--- src/rtl/buyruk_obek_getirici_pkg.sv ---
// Shared definitions for the instruction-cache refill path: refill FSM state
// encoding, line geometry and the beat-address helper.
package buyruk_onbellek_paket;

    typedef enum logic [1:0] {
        BOSTA = 2'd0,
        ISTE  = 2'd1,
        YANIT = 2'd2,
        TAMAM = 2'd3
    } durum_t;

    localparam int KELIME_SAYISI          = 4;
    localparam int OBEK_GENISLIGI         = 128;
    localparam int SATIR_OFSET_GENISLIGI  = 4;
    localparam int KELIME_INDIS_GENISLIGI = 2;
    localparam int SATIR_GENISLIGI        = 32 - SATIR_OFSET_GENISLIGI;

    // Word address of beat idx inside the line whose upper bits are satir.
    function automatic logic [31:0] kelime_adresi(
        input logic [SATIR_GENISLIGI-1:0]        satir,
        input logic [KELIME_INDIS_GENISLIGI-1:0] idx
    );
        return {satir, idx, 2'b00};
    endfunction

endpackage

--- src/rtl/buyruk_obek_getirici.sv ---
// Instruction-cache refill engine. Fetches one 128-bit line as four 32-bit
// beats over a valid/ready memory port (one beat outstanding at most),
// assembles the words by address and hands the line to the cache with a
// one-cycle completion pulse and the line-aligned fill address.
// Build option: KRITIK_KELIME_ILK_EN -- when defined, the refill starts at the
// missing word (critical word first) and wraps modulo 4; otherwise it always
// starts at word 0. The assembled line is in natural word order either way.
module buyruk_obek_getirici #(
    parameter int VERI_GENISLIGI = 32,
    parameter int KELIME_SAYISI  = 4
) (
    input  logic                                    clk_i,
    input  logic                                    rst_i,
    input  logic                                    istek_i,
    input  logic [31:0]                             istek_adres_i,
    input  logic                                    iptal_i,
    output logic                                    mesgul_o,
    output logic                                    bellek_istek_o,
    output logic [31:0]                             bellek_adres_o,
    input  logic                                    bellek_istek_hazir_i,
    input  logic [VERI_GENISLIGI-1:0]               bellek_veri_i,
    input  logic                                    bellek_veri_gecerli_i,
    output logic [VERI_GENISLIGI*KELIME_SAYISI-1:0] buyruk_obek_o,
    output logic                                    obek_geldi_o,
    output logic [31:0]                             onbellek_yaz_adres_o
);
    import buyruk_onbellek_paket::*;

    localparam int IW = KELIME_INDIS_GENISLIGI;
    localparam logic [IW-1:0] SON_SAYAC = IW'(KELIME_SAYISI - 1);

    durum_t                                  durum_q;
    logic [IW-1:0]                           idx_q;
    logic [IW-1:0]                           sayac_q;
    logic                                    iptal_q;
    logic                                    istek_q;
    logic                                    obek_geldi_q;
    logic [SATIR_GENISLIGI-1:0]              satir_q;
    logic [VERI_GENISLIGI*KELIME_SAYISI-1:0] obek_q;

    logic [IW-1:0]            baslangic_idx;
    logic                     veri_al;
    logic [KELIME_SAYISI-1:0] kelime_yaz_en;
    logic                     unused_adres_bitleri;

`ifdef KRITIK_KELIME_ILK_EN
    // Critical word first: begin with the word that missed.
    assign baslangic_idx        = istek_adres_i[3:2];
    assign unused_adres_bitleri = ^istek_adres_i[1:0];
`else
    // Plain line order: always begin with word 0.
    assign baslangic_idx        = '0;
    assign unused_adres_bitleri = ^istek_adres_i[3:0];
`endif

    // A returned beat is kept only if the refill has not been aborted,
    // either earlier in this YANIT wait or in the very cycle the data arrives.
    assign veri_al = (durum_q == YANIT) && bellek_veri_gecerli_i
                     && !iptal_q && !iptal_i;

    // Refill control FSM with registered control outputs.
    always_ff @(posedge clk_i or posedge rst_i) begin
        if (rst_i) begin
            durum_q      <= BOSTA;
            idx_q        <= '0;
            sayac_q      <= '0;
            iptal_q      <= 1'b0;
            istek_q      <= 1'b0;
            obek_geldi_q <= 1'b0;
            satir_q      <= '0;
        end else begin
            obek_geldi_q <= 1'b0;
            case (durum_q)
                BOSTA: begin
                    // Abort has priority over a simultaneous new request.
                    if (istek_i && !iptal_i) begin
                        satir_q <= istek_adres_i[31:SATIR_OFSET_GENISLIGI];
                        idx_q   <= baslangic_idx;
                        sayac_q <= '0;
                        iptal_q <= 1'b0;
                        istek_q <= 1'b1;
                        durum_q <= ISTE;
                    end
                end
                ISTE: begin
                    if (iptal_i) begin
                        istek_q <= 1'b0;
                        durum_q <= BOSTA;
                    end else if (bellek_istek_hazir_i) begin
                        istek_q <= 1'b0;
                        durum_q <= YANIT;
                    end
                end
                YANIT: begin
                    if (bellek_veri_gecerli_i) begin
                        if (iptal_q || iptal_i) begin
                            // Outstanding beat has drained; drop it and stop.
                            iptal_q <= 1'b0;
                            durum_q <= BOSTA;
                        end else begin
                            idx_q   <= idx_q + 1'b1;
                            sayac_q <= sayac_q + 1'b1;
                            if (sayac_q == SON_SAYAC) begin
                                obek_geldi_q <= 1'b1;
                                durum_q      <= TAMAM;
                            end else begin
                                istek_q <= 1'b1;
                                durum_q <= ISTE;
                            end
                        end
                    end else if (iptal_i) begin
                        iptal_q <= 1'b1;
                    end
                end
                TAMAM: begin
                    // The line is already complete, so a late abort does not
                    // suppress the pulse.
                    durum_q <= BOSTA;
                end
                default: begin
                    durum_q <= BOSTA;
                end
            endcase
        end
    end

    // One-hot word select: each beat lands in the slot named by its address.
    always_comb begin
        kelime_yaz_en = '0;
        if (veri_al) begin
            kelime_yaz_en[idx_q] = 1'b1;
        end
    end

    // Line assembly buffer; slots hold until the next refill overwrites them.
    always_ff @(posedge clk_i or posedge rst_i) begin
        if (rst_i) begin
            obek_q <= '0;
        end else begin
            for (int k = 0; k < KELIME_SAYISI; k++) begin
                if (kelime_yaz_en[k]) begin
                    obek_q[k*VERI_GENISLIGI +: VERI_GENISLIGI] <= bellek_veri_i;
                end
            end
        end
    end

    // Request valid drops combinationally on abort so no handshake can
    // complete in the abort cycle.
    assign bellek_istek_o       = istek_q && !iptal_i;
    assign bellek_adres_o       = kelime_adresi(satir_q, idx_q);
    assign mesgul_o             = (durum_q != BOSTA);
    assign buyruk_obek_o        = obek_q;
    assign obek_geldi_o         = obek_geldi_q;
    assign onbellek_yaz_adres_o = {satir_q, {SATIR_OFSET_GENISLIGI{1'b0}}};

endmodule

--- config.mk ---
export PLATFORM = sky130hd
export DESIGN_NAME = buyruk_obek_getirici
export DESIGN_NICKNAME = d
export VERILOG_FILES = /design/src/rtl/buyruk_obek_getirici_pkg.sv /design/src/rtl/buyruk_obek_getirici.sv
export SDC_FILE = /design/constraint.sdc
export NUM_CORES = 1
export LEC_CHECK = 0
export ABC_CLOCK_PERIOD_IN_PS = 13250
export CORE_MARGIN = 5
export CORE_UTILIZATION = 48
export CTS_BUF_LIST = sky130_fd_sc_hd__clkbuf_16
export CTS_CLUSTER_DIAMETER = 40
export DETAILED_ROUTE_END_ITERATION = 8
export GPL_TIMING_DRIVEN = 0
export PLACE_DENSITY_LB_ADDON = 0.12
export SYNTH_ARGS = -nofsm -noshare
export SYNTH_HDL_FRONTEND = slang
export SYNTH_SLANG_ARGS = --single-unit
--- constraint.sdc ---
create_clock -name clk_i -period 13.25 [get_ports clk_i]
set_input_delay 1.9875 -clock clk_i [delete_from_list [all_inputs] [get_ports clk_i]]
set_output_delay 1.9875 -clock clk_i [all_outputs]
set_load 0.005 [all_outputs]
# After elaboration in Yosys (flattened, before gate mapping)
# Index checks and enable logic that the tools add are counted.
dict set report totals {
  reg_bits 165
  out_inout_bits 195
  elab_cells 77
  in_bits 70
}
dict set report classes {
  n_reduce_logical 18
  muxes 33
  eq_ne 11
  order_cmp 2
  n_addsub 2
}
# cell n
set ops {}
lappend ops {{2-bit two-way mux} 11}
lappend ops {{1-bit two-way mux} 15}
lappend ops {{2-bit != test (second input constant)} 4}
lappend ops {{2-bit one-hot mux with 2 select lines} 2}
lappend ops {{2-bit one-hot mux with 4 select lines} 1}
lappend ops {{4-bit AND reduction} 2}
lappend ops {{2-bit == test (second input constant)} 3}
lappend ops {{1-bit logical AND} 6}
lappend ops {{3-bit != test (second input constant)} 2}
lappend ops {{6-bit AND reduction} 1}
lappend ops {{2-bit by 1-bit adder with 2-bit output (second input constant)} 2}
lappend ops {{4-bit two-way mux} 1}
lappend ops {{2-bit nonzero test} 2}
lappend ops {{2-bit by 3-bit less-than comparator with 1-bit output (second input constant)} 1}
lappend ops {{3-bit by 2-bit != test with 1-bit output (second input constant)} 1}
lappend ops {{1-bit one-hot mux with 3 select lines} 1}
lappend ops {{3-bit AND reduction} 1}
lappend ops {{3-bit nonzero test} 1}
lappend ops {{1-bit demux with 2-bit select} 1}
lappend ops {{2-bit by 1-bit == test with 1-bit output (second input constant)} 1}
lappend ops {{2-bit by 1-bit >= comparator with 1-bit output (second input constant)} 1}
lappend ops {{1-bit zero test} 2}
lappend ops {{2-bit zero test} 1}
lappend ops {{1-bit one-hot mux with 2 select lines} 1}
lappend ops {{other kinds (2)} 2}

# Depth between registers and ports, before layout
# Gate-level depths: netlist (run 1).
dict set report depth {
  word_depth 5
  mapped_depth 6
  ltp_nobuf 4
}

# Worst setup path before layout (run 1)
# OpenSTA, ideal clock, no wires.
dict set report synth_timing {
  path_type {input to output}
  from {in iptal_i}
  to {out bellek_istek_o}
  slack_ps 9024
  required_time_ps 11262
  n_path_buf 1
  stages 2
  t_arrival_ps 2239
  cell_sequence {buf_6 -> nor2b_1}
}
dict set report synth_via {
  elab_chain_cells 2
}
# item line_no
set synth_rtl {}
lappend synth_rtl {{from (decl)} buyruk_obek_getirici.sv:16} ;# input logic iptal_i,
lappend synth_rtl {{1-bit zero test} buyruk_obek_getirici.sv:150} ;# assign bellek_istek_o = istek_q && !iptal_i;
lappend synth_rtl {{1-bit logical AND} buyruk_obek_getirici.sv:150}
lappend synth_rtl {{to (decl)} buyruk_obek_getirici.sv:18} ;# output logic bellek_istek_o,
# Every way passes these cells.

# Final worst setup path (run 1)
# Same ends and word-level chain as after synthesis.

==> flow_summary.ini, run 1 <==
[status]
status = completed

[layout]
drive_gt1_frac = 0.338
multiInputGateArea_sq_mm = 0.00234
nets = 775
fill_cells = 970
area_growth_pct = 47.9
seqCellArea_sq_mm = 0.00413
final_common_cell = clkdlybuf4s50_1
finalNonFillerCells = 895
final_cell_mix = clkdlybuf4s50_1, dfrtp_1, mux2_2
diodes = 0
final_util = 0.717

[global_route]
grt_pass1_vias = 4646
track_usage = 0.200
grt_max_degree = 86
antenna_found_initial = 0
grt.overflow.total = 0
grt_pass1_wl_mm = 26.2

[critical_path]
critPathMaxStageDelay_ns = 0.53
startpoint_type = input pin
cpMaxStageDelayCell = clkdlybuf4s50_1
crit_chain = buf_6, nor2b_1, clkdlybuf4s50_1
required_ns = 11.26
cp-end-kind = primary output
path_max_fanout = 8
crit_type = in -> out
worstPathArrival_ns = 2.76
path_buf_inv = 2
cp_top_family = buffers and inverters

[clock_tree]
cts_tree = done
clock_latency_ns = 0.42
htree_levels = 4
clockBufferDepth = 2
cts_resized = 0
post-cts-setup-buffers = 0
holdBufCountCts = 0
cts.sinks = 165
cts.root.buffer_cell = clkbuf_16
clkSlewWorstSetupHoldPaths_ns = 0.06
numCtsBuffers = 17

[synthesis]
async_flop_share = 1.00
syn_inst = 422
yosysWarningCount = 0
synthFlopType = dfrtp_1
synth_top_area_frac = 0.593
synth_cell_types = 33
synth_edf_count = 0
synth_area_sq_mm = 0.00696
synth-seq-cells = 165
postSynthAreaPerCell_sq_um = 16.5
synth_top_area_cell = dfrtp_1
synth.area.top_cells = dfrtp_1, mux2_2, mux2_4
ys_seq_area_frac = 0.593

[die]
core_area_sq_mm = 0.0144
ios = 265
die_area_sq_mm = 0.0170
start_util = 0.485
dieWidth_um = 130
die_height_um = 130
rows = 44

[power]
combPwrFrac = 0.248
p_int_mw = 1.07
peakVddDrop_mv = 0.0828
switching_share = 0.239
p_sw_mw = 0.337
p_clk_frac = 0.314
power.density_mw_per_mm2 = 137
power_leakage_nw = 4.81
seq_power_share = 0.438
total_power_mw = 1.41

[flow_run]
maxCapViolCount = 0

[sta]
finalCritPeriodShare = 0.358
fin_skew_ns = 0.00675
slew_headroom = 0.501
finalCriticalPeriod_ns = 4.75
finalSetupTns_ns = 0
finalWorstSetupSlack_ns = 8.50
rsz0062_at_grt = false
tightest_slew_ns = 0.748
max_freq_mhz = 211
hold_viol = 0
setup_violations = 0
slew_viol_final = 0

[routing]
wl_per_cell_um = 18.6
drc_errors = 0
routed_wirelength_mm = 16.7
postRouteAntennaNets = 0
drtIter0Drc = 162
via_per_inst = 4.91
routed-via-count = 4395
first_pass_iters = 4

[placement]
gp_congestion = 0.749
hpwlAfterDp_mm = 12.2
post-place-ws_ns = 8.50
dp.cells = 865
portBuffers = 253

[worst_hold_path]
hp-class = reg -> reg
[path summary, 6_finish.rpt]
path | start | end | slack (ns) | cells after the start
max reg2reg | durum_q[0] | buyruk_obek_o[107] | 11.46 | 6
min reg2reg | istek_q | istek_q | 0.49 | 1
min | istek_q | istek_q | 0.49 | 1
min in group asynchronous | rst_i | satir_q[24] | 2.05 | 2
max in group asynchronous | rst_i | buyruk_obek_o[54] | 10.33 | 3
max | iptal_i | bellek_istek_o | 8.50 | 3
[power by group through the flow]
| stage | Clock (mW) | Sequential, mW | Combinational, mW |
|---|---|---|---|
| after CTS | 0.451 | 0.617 | 0.357 |
| after global routing | 0.472 | 0.626 | 0.376 |
| after floorplan | 0 | 0.623 | 0.124 |
| after global placement | 0 | 0.621 | 0.345 |
| final | 0.442 | 0.617 | 0.350 |
| after detailed placement | 0 | 0.625 | 0.354 |
[layer usage]
| layer | share of wire | track usage | up-vias |
|---|---|---|---|
| met5 | 0 | 0 | - |
| met4 | 0.021 | 0.0756 | 0 |
| met3 | 0.087 | 0.0720 | 25 |
| met2 | 0.50 | 0.322 | 161 |
| met1 | 0.39 | 0.250 | 2214 |
| li1 | - | - | 1995 |
[synthesized netlist by cell type (3+ instances only)]
cell type  number
mux2_4         47
a32o_1          3
ha_1            5
buf_12          3
buf_4          36
nand3_4         3
dfrtp_1       165
buf_6          14
mux2_1          7
nor2b_1         3
o21ai_0         3
inv_1           5
mux2_2        104
[worst register-to-register path: stages, from the launching register on]
cell and delay, ns:
dfrtp_1 0.37, buf_6 0.15, nor4b_4 0.32, and3_1 0.21, buf_6 0.15, buf_12 0.16, mux2_4 0.31
[per-stage QoR]
stage / hold WS (ns) / instance area, sq um
after floorplan: 0.451 / 6980
after global placement: 0.469 / 9750
after detailed placement: 0.476 / 9780
after CTS: 0.491 / 10300
after global routing: 0.515 / 10300
final: 0.490 / 10300
[logic make-up (layout without fill, tap and decap cells)]
kind of cell	count (synthesis)	count (layout)	share of synthesized area
buf+inv	59	343	0.0735
other cells	1	6	0.000538
simple gates	20	20	0.0271
mux	158	158	0.281
flops	165	165	0.593
fa+ha+maj	5	5	0.00898
compound gates	14	14	0.0162
[final cells by class]
class | instances | share of cell area
Sequential cell | 165 | 0.401
Timing Repair Buffer | 254 | 0.249
Multi-Input combinational cell | 203 | 0.227
Buffer | 54 | 0.0479
Clock buffer | 17 | 0.0413
Tap cell | 184 | 0.0223
Clock inverter | 13 | 0.00947
Inverter | 5 | 0.00231
[sequential cells by signal, summed over array words and instances (netlist names)]
register and flops:
sayac_q 2, obek_geldi_o 1, buyruk_obek_o 128, iptal_q 1
durum_q 2, idx_q 2, istek_q 1, satir_q 28
(Power assumes the default switching activity.)
==> inputs of run 2 (changes only) <==
ABC_CLOCK_PERIOD_IN_PS = 4450   (was 13250)
CORE_UTILIZATION = 44   (was 48)
clock period = 4.45 ns   (was 13.25 ns; I/O delays follow)
==> run 2 against run 1 <==
Net effect: cell count increased by 4.0%; final area rose by 1.4%; clock power grew to 3.3 times the previous value; clock-buffer cell count stayed put; first-iteration DRC count fell by 8.0%.
==> flow_summary.ini, run 2 (same netlist as run 1, synthesis figures left out) <==
[worst_hold_path]
hold_depth = 2
hp-class = in -> reg

[power]
switching_share = 0.231
power.density_mw_per_mm2 = 413
total_power_mw = 4.31
p_sw_mw = 0.995
p_clk_frac = 0.333
combPwrFrac = 0.242
peakVddDrop_mv = 0.263
seq_power_share = 0.425
power_leakage_nw = 4.86
p_int_mw = 3.31

[critical_path]
reg2reg_depth = 6
cp-end-kind = primary output
crit_type = reg -> out
startpoint_type = register
rrSetupSlack_ns = 2.64
worstPathArrival_ns = 1.70
path_max_fanout = 10
required_ns = 3.78

[clock_tree]
cts_tree = done
post-cts-setup-buffers = 0
clock_latency_ns = 0.42
cts_resized = 0
holdBufCountCts = 0
clockBufferDepth = 2
cts.root.buffer_cell = clkbuf_16
numCtsBuffers = 17
htree_levels = 4
cts.sinks = 165
clkSlewWorstSetupHoldPaths_ns = 0.06

[layout]
diodes = 0
drive_gt1_frac = 0.340
final_cell_mix = clkdlybuf4s50_1, dfrtp_1, mux2_2
finalInstanceArea_sq_mm = 0.0104
nets = 778
area_growth_pct = 49.9
final_common_cell = clkdlybuf4s50_1
largest_reg_flops = 128
fill_cells = 1143

[flow_run]
maxCapViolCount = 0

[sta]
finalSetupTns_ns = 0
fin_skew_ns = 0.00798
slew_viol_final = 0
finalCritPeriodShare = 0.533
max_freq_mhz = 422
holdWs_ns = 0.473
setup_violations = 0
finalCriticalPeriod_ns = 2.37
rsz0062_at_grt = false
finalWorstSetupSlack_ns = 2.08
hold_viol = 0

[placement]
hpwlAfterDp_mm = 12.5
portBuffers = 253
post-place-ws_ns = 1.95
placed_area_sq_mm = 0.00987
gp_congestion = 0.736

[die]
dieWidth_um = 136
ios = 265
die_area_sq_mm = 0.0184
core_area_sq_mm = 0.0157
die_height_um = 136
start_util = 0.443
rows = 46

[global_route]
grt_pass1_vias = 4867
antenna_found_initial = 0
grt_pass1_wl_mm = 26.3
track_usage = 0.186
grt_max_degree = 43
grt.overflow.total = 0

[routing]
drtIter0Drc = 149
routed-via-count = 4413
first_pass_iters = 4
routed_wirelength_mm = 16.7
postRouteAntennaNets = 0
wl_per_cell_um = 18.0
via_per_inst = 4.74
drc_errors = 0

[status]
status = completed
run 2: worst paths after layout:
kind / from / endpoint
min in group asynchronous: rst_i / satir_q[24]
max reg2reg: durum_q[0] / buyruk_obek_o[112]
max: durum_q[1] / mesgul_o
min: iptal_i / durum_q[0]
min reg2reg: buyruk_obek_o[38] / buyruk_obek_o[38]
max in group asynchronous: rst_i / buyruk_obek_o[95]
run 2: power groups by stage:
stage | Sequential (mW) | Clock (mW) | Combinational, mW
2_1_floorplan | 1.85 | 0 | 0.370
3_3_place_gp | 1.85 | 0 | 1.03
3_5_place_dp | 1.86 | 0 | 1.06
4_1_cts | 1.83 | 1.47 | 1.07
5_1_grt | 1.86 | 1.54 | 1.12
6_report | 1.83 | 1.44 | 1.04
run 2: cell type report:
type                            instances  area, sq um  share of cell area
Sequential cell                       165         4130               0.395
Timing Repair Buffer                  257         2610               0.250
Clock inverter                         14          146              0.0140
Clock buffer                           17          425              0.0407
Buffer                                 54          493              0.0472
Multi-Input combinational cell        203         2340               0.224
Tap cell                              216          270              0.0259
Inverter                                5         22.5             0.00216
run 2: through the flow:
| step | utilization | std cells |
|---|---|---|
| after floorplan | - | 427 |
| after global placement | 0.623 | 896 |
| after detailed placement | 0.628 | 900 |
| after CTS | 0.665 | 931 |
| after global routing | 0.665 | 931 |
| final | 0.665 | 931 |
run 2: worst max-delay path, stage by stage, from the launching register on:
cell and delay, ns:
dfrtp_1 0.37, buf_4 0.16, or2_2 0.29, clkdlybuf4s50_1 0.46
run 2: layer usage:
layer | share of wire | vias up | track usage | wire, um
li1 | - | 2007 | - | -
met5 | 0 | - | 0 | 0
met3 | 0.077 | 26 | 0.0666 | 1280
met4 | 0.021 | 0 | 0.0644 | 344
met1 | 0.39 | 2235 | 0.222 | 6560
met2 | 0.51 | 145 | 0.313 | 8550
